## src/rtl/toy_mem_arb_pkg.sv

```systemverilog
// Shared constants and types for the two-port memory arbiter.
package toy_mem_arb_pkg;

    localparam int NUM_PORTS = 2;

    typedef enum logic {
        GNT_IF  = 1'b0,
        GNT_LSU = 1'b1
    } gnt_idx_e;

endpackage

```

## src/rtl/toy_rr_arb2.sv

```systemverilog
// Two-way round-robin picker: a lone eligible port wins, a tie goes to the
// port that did not win last.
module toy_rr_arb2
    import toy_mem_arb_pkg::*;
(
    input  logic [NUM_PORTS-1:0] elig,
    input  gnt_idx_e             last_grant,
    output logic [NUM_PORTS-1:0] grant
);

    always_comb begin
        grant = elig;
        if (&elig)
            grant = (last_grant == GNT_IF) ? 2'b10 : 2'b01;
    end

endmodule

```

## src/rtl/toy_mem_arbiter.sv

```systemverilog
// Shares one zero-latency byte-enabled memory between instruction fetch and
// the load/store unit, with a registered response slot per port.
module toy_mem_arbiter
    import toy_mem_arb_pkg::*;
#(
    parameter int ADDR_WIDTH = 32,
    parameter int DATA_WIDTH = 32
) (
    input  logic                                  clk,
    input  logic                                  rst,
    input  logic [NUM_PORTS-1:0]                  req_vld,
    output logic [NUM_PORTS-1:0]                  req_rdy,
    input  logic [NUM_PORTS-1:0][ADDR_WIDTH-1:0]  req_addr,
    input  logic [NUM_PORTS-1:0]                  req_wr_en,
    input  logic [NUM_PORTS-1:0][DATA_WIDTH-1:0]  req_wr_data,
    input  logic [NUM_PORTS-1:0][DATA_WIDTH/8-1:0] req_wr_byte_en,
    output logic [NUM_PORTS-1:0]                  rsp_vld,
    input  logic [NUM_PORTS-1:0]                  rsp_rdy,
    output logic [NUM_PORTS-1:0][DATA_WIDTH-1:0]  rsp_data,
    output logic [NUM_PORTS-1:0]                  rsp_is_wr,
    output logic [ADDR_WIDTH-1:0]                 mem_addr,
    input  logic [DATA_WIDTH-1:0]                 mem_rd_data,
    output logic [DATA_WIDTH-1:0]                 mem_wr_data,
    output logic [DATA_WIDTH/8-1:0]               mem_wr_byte_en,
    output logic                                  mem_wr_en
);

    logic [NUM_PORTS-1:0] elig;
    logic [NUM_PORTS-1:0] arb_grant;
    logic [NUM_PORTS-1:0] grant;
    logic                 win;
    gnt_idx_e             last_grant;

    // A port may issue only when its response slot is empty or draining now.
    assign elig = req_vld & (~rsp_vld | rsp_rdy);

    toy_rr_arb2 u_arb (
        .elig       (elig),
        .last_grant (last_grant),
        .grant      (arb_grant)
    );

    assign grant   = rst ? '0 : arb_grant;
    assign req_rdy = grant;
    assign win     = grant[1];

    always_comb begin
        mem_addr       = '0;
        mem_wr_data    = '0;
        mem_wr_byte_en = '0;
        mem_wr_en      = 1'b0;
        if (|grant) begin
            mem_addr       = req_addr[win];
            mem_wr_data    = req_wr_data[win];
            mem_wr_byte_en = req_wr_byte_en[win];
            mem_wr_en      = req_wr_en[win];
        end
    end

    always_ff @(posedge clk or posedge rst) begin
        if (rst)
            last_grant <= GNT_LSU;
        else if (|grant)
            last_grant <= win ? GNT_LSU : GNT_IF;
    end

    // A grant reloads the slot even while it drains, sustaining 1 req/cycle.
    for (genvar i = 0; i < NUM_PORTS; i++) begin : g_rsp
        always_ff @(posedge clk or posedge rst) begin
            if (rst) begin
                rsp_vld[i]   <= 1'b0;
                rsp_is_wr[i] <= 1'b0;
                rsp_data[i]  <= '0;
            end else if (grant[i]) begin
                rsp_vld[i]   <= 1'b1;
                rsp_is_wr[i] <= req_wr_en[i];
                rsp_data[i]  <= req_wr_en[i] ? '0 : mem_rd_data;
            end else if (rsp_rdy[i]) begin
                rsp_vld[i]   <= 1'b0;
            end
        end
    end

endmodule
```

## config.mk

```make
export PLATFORM = sky130hd
export DESIGN_NAME = toy_mem_arbiter
export DESIGN_NICKNAME = d
export VERILOG_FILES = /design/src/rtl/toy_mem_arb_pkg.sv /design/src/rtl/toy_rr_arb2.sv /design/src/rtl/toy_mem_arbiter.sv
export SDC_FILE = /design/constraint.sdc
export NUM_CORES = 1
export LEC_CHECK = 0
export CAP_MARGIN = 25
export CORE_AREA = 3 3 122 124
export CTS_BUF_LIST = sky130_fd_sc_hd__clkbuf_16
export CTS_CLUSTER_SIZE = 14
export DETAILED_ROUTE_END_ITERATION = 8
export DIE_AREA = 0 0 125 127
export PLACE_DENSITY = 0.85
export SLEW_MARGIN = 0
export SYNTH_ARGS = -nofsm -noshare
export SYNTH_HDL_FRONTEND = slang
export SYNTH_SLANG_ARGS = --single-unit
```

## constraint.sdc

```tcl
create_clock -name clk -period 4.3 [get_ports clk]
set_input_delay 0.645 -clock clk [delete_from_list [all_inputs] [get_ports clk]]
set_output_delay 0.645 -clock clk [all_outputs]
set_load 0.02 [all_outputs]
```

* Word level (Yosys, flattened, before mapping) *
Cells that the tools add are included.

storage, ports and cells
  bits in registers = 69
  word-level logic and storage cells = 37

operators by class
  magnitude comparators = 1
  mux-type cells = 22
  bitwise gates (word level) = 3
  reductions and logical operators = 4

operator list
  operator            count
  $mux 32             8
  $mux 4              3
  $mux 1              8
  $mux 2              3
  $reduce_bool 2->1   2
  $and 2x2->2         1
  $lt 1x2->1 const B  1
  $not 2->2           1
  $or 2x2->2          1
  $reduce_and 2->1    1
  $reduce_or 2->1     1

* Depth between registers and ports, before layout *
Gate-level depths: netlist (run 1).

  depth in word-level cells = 9
  gate-level depth with buffers = 6
  mapped depth without buffers = 4

* By module *
From an unflattened synthesis (run 1), not the netlist that was laid out.

unflattened totals
  cells, all modules = 319
  area total of the unflattened synthesis = 3911.3 µm²

by module, submodules not included
  module           instances  cells an instance  area each (µm²)  seq. area each (µm²)
  toy_mem_arbiter  1          316                3892.5           1727.9
  toy_rr_arb2      1          3                  18.8             0.0

* Worst setup path after synthesis (run 1) *
Ideal clock, no wire load.

  kind = in2out
  start point = in rst
  end point = out mem_wr_byte_en[0]
  data arrival time = 3.588 ns
  setup slack = 0.067 ns
  cell stages on the path = 5
  buffers on the path = 2
  cells stage by stage = buf_6 clkinv_1 clkbuf_1 nand2_1 o32ai_1

between the ends
  cells in the longest elaborated chain, start to end = 4
  elaborated cells between the ends (all ways) = 5
  those cells by class = mux: 4; reduce/logical: 1

RTL lines
  element                                     line                   source
  from (decl)                                 toy_mem_arbiter.sv:10  input logic rst,
  $mux 2 *                                    toy_mem_arbiter.sv:43  assign grant = rst ? '0 : arb_grant;
  $mux 4 (not written as such) (2 in series)  toy_mem_arbiter.sv:55  mem_wr_byte_en = req_wr_byte_en[win];
  $mux 4 *                                    toy_mem_arbiter.sv:52  if (|grant) begin
  to (decl)                                   toy_mem_arbiter.sv:24  output logic [DATA_WIDTH/8-1:0] mem_wr_byte_en,

Every way passes the cells marked *; elsewhere a longest branch is shown, timed or not. The select of a mux whose other input is x is not followed.

* Worst setup path after layout (run 1) *
  start point = in req_vld[1]
  end point = out mem_addr[19]

between the ends
  cells in the longest elaborated chain, start to end = 7
  elaborated cells between the ends (all ways) = 8
  those cells by class = mux: 5; bitwise: 1; reduce/logical: 2

RTL lines
  element                                      line                   source
  from (decl)                                  toy_mem_arbiter.sv:11  input logic [NUM_PORTS-1:0] req_vld,
  $and 2x2->2 *                                toy_mem_arbiter.sv:35  assign elig = req_vld & (~rsp_vld | rsp_rdy);
  $reduce_and 2->1                             toy_rr_arb2.sv:13      if (&elig)
  $mux 2 *                                     toy_rr_arb2.sv:13
  $mux 2 *                                     toy_mem_arbiter.sv:43
  $mux 32 (not written as such) (2 in series)  toy_mem_arbiter.sv:53  mem_addr = req_addr[win];
  $mux 32 *                                    toy_mem_arbiter.sv:52
  to (decl)                                    toy_mem_arbiter.sv:21  output logic [ADDR_WIDTH-1:0] mem_addr,

Marks and branches as above.

==> flow_summary.json, run 1 <==
{
  "clockRootBuffer": "clkbuf_16",
  "crit_path_start": "req_vld[1]",
  "drive_above_1_share_pct": 12.88,
  "clock.fmax_mhz": 263.3,
  "r2r_setup_slack_ns": 2.27,
  "cp_common_cell": "clkdlybuf4s50_1",
  "cts_resized": 0,
  "final.setup.tns_ns": 0,
  "wl_per_cell_um": 17.97,
  "syn_area_sq_um": 4327,
  "drv_cap": 0,
  "setup_violations": 0,
  "fp.coreArea_sq_um": 13880,
  "vias_per_cell": 4.841,
  "gp_congestion": 0.8475,
  "htree_levels": 3,
  "status": "finished clean",
  "power.density_nw_per_um2": 365.7,
  "track_usage_pct": 20.18,
  "first_iter_violations": 257,
  "initial_core_util_pct": 31.17,
  "totalPowerFinal_mw": 2.876,
  "ant_nets": 0,
  "portBuffers": 314,
  "cts_tree": "built",
  "hold_class": "flop to flop",
  "synthCells": 463,
  "post-dp-hpwl_um": 12660,
  "worstPathArrival_ns": 3.15,
  "ys_seq_elements": 69,
  "worst_pin_slew_ns": 0.8964,
  "grt-ovfl-total": 0,
  "avgSynthCellArea_sq_um": 9.345,
  "place_ws_ns": 0.5197,
  "grt_pass1_wl_um": 25790,
  "power.leakage_nw": 3.343,
  "num_rows": 43,
  "firstDrtPassIters": 4,
  "cts_hold_buf": 0,
  "worstHoldStart": "rsp_data[2]",
  "fin_nets": 932,
  "routed_wl_um": 16930,
  "ys_seq_area_share_pct": 39.94,
  "maxSlewViolCount": 0,
  "grt_max_degree": 70,
  "max_stage_delay_ns": 0.68,
  "final.setup.worst_slack_ns": 0.5020,
  "die_area_sq_um": 15880,
  "worstSetupStartpointType": "input pin",
  "finalHoldViolCount": 0,
  "vdd_drop_max_uv": 261.6,
  "critPathRequiredTime_ns": 3.65,
  "die_w_um": 125,
  "grt_pass1_vias": 4522,
  "cts_buffers": 9,
  "critPathKind": "input pin to output pin",
  "dieHeight_um": 127,
  "cp_slowest_cell": "clkdlybuf4s50_1",
  "period_share_pct": 88.33,
  "insertion_delay_ns": 0.33,
  "io_pins": 315,
  "cts.sinks": 69,
  "drc": 0,
  "synth_nets": 639,
  "clock-skew-final_ns": 0.01270,
  "fillers": 1229,
  "rsz0062_at_grt": "false",
  "worstPathMaxFanout": 54,
  "area_growth_syn_to_layout_pct": 81.75,
  "yosys.cell_types.count": 24,
  "antenna_found_initial": 1,
  "yosys_warnings": 0,
  "path_clk_slew_ns": 0.06,
  "dr_total_vias": 4560,
  "maxSlewHeadroom_pct": 40.24,
  "crit_chain": "clkdlybuf4s50_1 -> nor2b_1 -> a211o_2 -> buf_4 -> o32ai_1 -> clkdlybuf4s50_1",
  "clockBufferDepth": 2,
  "cts_setup_buffers": 0,
  "timing.rr.start": "rsp_vld[0]",
  "critPathCaptureType": "output pin",
  "period_needed_ns": 3.798
}
[cell usage after synthesis (all sizes together)]
library cell | instances | area (sq um)
a211o | 1 | 8.760
clkinv | 1 | 3.750
a22o | 1 | 8.760
nor3 | 1 | 5.000
o32ai | 68 | 595.6
nor2b | 67 | 421.7
buf | 13 | 108.9
nor2 | 1 | 3.750
a21oi | 1 | 5.000
mux2 | 66 | 743.2
inv | 70 | 262.8
dfstp | 1 | 26.28
a211oi | 1 | 20.02
nand2 | 70 | 262.8
clkbuf | 28 | 105.1
o211ai | 2 | 15.01
or2 | 1 | 6.260
dfrtp | 68 | 1702
nand2b | 2 | 22.52
[metal layers]
metal  share of wire (%)  vias up  routed length (um)  global-route usage (%)
met5                   0        -                   0                       0
met4                 2.2        0                 374                   5.421
met3                 7.1       22                1198                   5.769
met2                  50      184                8514                   34.10
met1                  40     2188                6842                   25.47
li1                    -     2166                   -                       -
[worst max-delay path: cells and delay by family]
family          cells  cell delay, ns
simple gates        1            0.19
buf+inv             3            1.45
compound gates      2            0.83
[metrics by stage]
| stage | instance area (sq um) | util, % | std cells | hold WS [ns] |
|---|---|---|---|---|
| floorplan | 4327 | - | 463 | 0.5093 |
| global placement | 7560 | 54.46 | 925 | 0.4701 |
| detailed placement | 7560 | 54.46 | 925 | 0.4759 |
| CTS | 7861 | 56.63 | 941 | 0.4894 |
| global route | 7864 | 56.65 | 942 | 0.4987 |
| finish | 7864 | 56.65 | 942 | 0.4828 |
[state kept, by name, summed over array words and instances (netlist names)]
signal,cells
last_grant,1
rsp_data,64
rsp_is_wr,2
rsp_vld,2
[layout by cell type, fill, tap and decap left out]
| master | count |
|---|---|
| dfrtp_1 | 68 |
| nand2_1 | 70 |
| nor3_1 | 1 |
| nor2b_2 | 1 |
| mux2_2 | 63 |
| nor2_1 | 1 |
| buf_2 | 1 |
| inv_8 | 3 |
| nor2b_1 | 66 |
| clkinv_8 | 1 |
| clkdlybuf4s50_1 | 313 |
| clkinv_4 | 2 |
| o32ai_1 | 68 |
| a21oi_1 | 1 |
| a211o_2 | 1 |
| inv_6 | 1 |
| o211ai_1 | 2 |
| clkbuf_16 | 9 |
| nand2b_2 | 1 |
| diode_2 | 1 |
| inv_1 | 69 |
| nand2b_4 | 1 |
| buf_12 | 1 |
| a22o_1 | 1 |
| a211oi_4 | 1 |
| mux2_1 | 3 |
| inv_4 | 1 |
| buf_4 | 8 |
| dfstp_2 | 1 |
| inv_2 | 1 |
| or2_2 | 1 |
[worst paths after layout]
| check | to | cells after the start |
|---|---|---|
| max | mem_addr[19] | 6 |
| min in group asynchronous | rsp_data[45] | 3 |
| min | rsp_data[2] | 1 |
| max in group asynchronous | rsp_data[2] | 3 |
| min reg2reg | rsp_data[2] | 1 |
| max reg2reg | rsp_data[38] | 6 |
[area by class of cell]
class	count	area, sq um	share of cell area, %
antenna	1	2.502	0.03182
clock buffer	9	225.2	2.864
clock inverter	7	76.32	0.9706
inverter	71	269.0	3.421
multi-input combinational	282	2120	26.95
sequential	69	1728	21.97
tap	180	225.2	2.864
timing repair buffer	323	3218	40.92
[report_power, final]
group          total (mW)  internal, mW  switching, mW
clock network       0.734         0.412          0.322
registers           0.871         0.796         0.0748
logic                1.27         0.667          0.605
[logic make-up after synthesis]
logic type             synth area share, %
and+or+nand+nor                      16.69
DFF                                  39.94
buffers and inverters                11.10
AOI/OAI and AO/OA                    15.10
muxes                                17.18
(Power assumes the default switching activity.)
==> run 2, diff against run 1 <==
--- a/config.mk
+++ b/config.mk
@@ -12,6 +12,7 @@
 export DETAILED_ROUTE_END_ITERATION = 8
 export DIE_AREA = 0 0 125 127
 export PLACE_DENSITY = 0.85
+export SKIP_LAST_GASP = 1
 export SLEW_MARGIN = 0
 export SYNTH_ARGS = -nofsm -noshare
 export SYNTH_HDL_FRONTEND = slang
==> results of run 2 <==
Same layout as run 1: the final DEF is identical, and so are final timing and power.
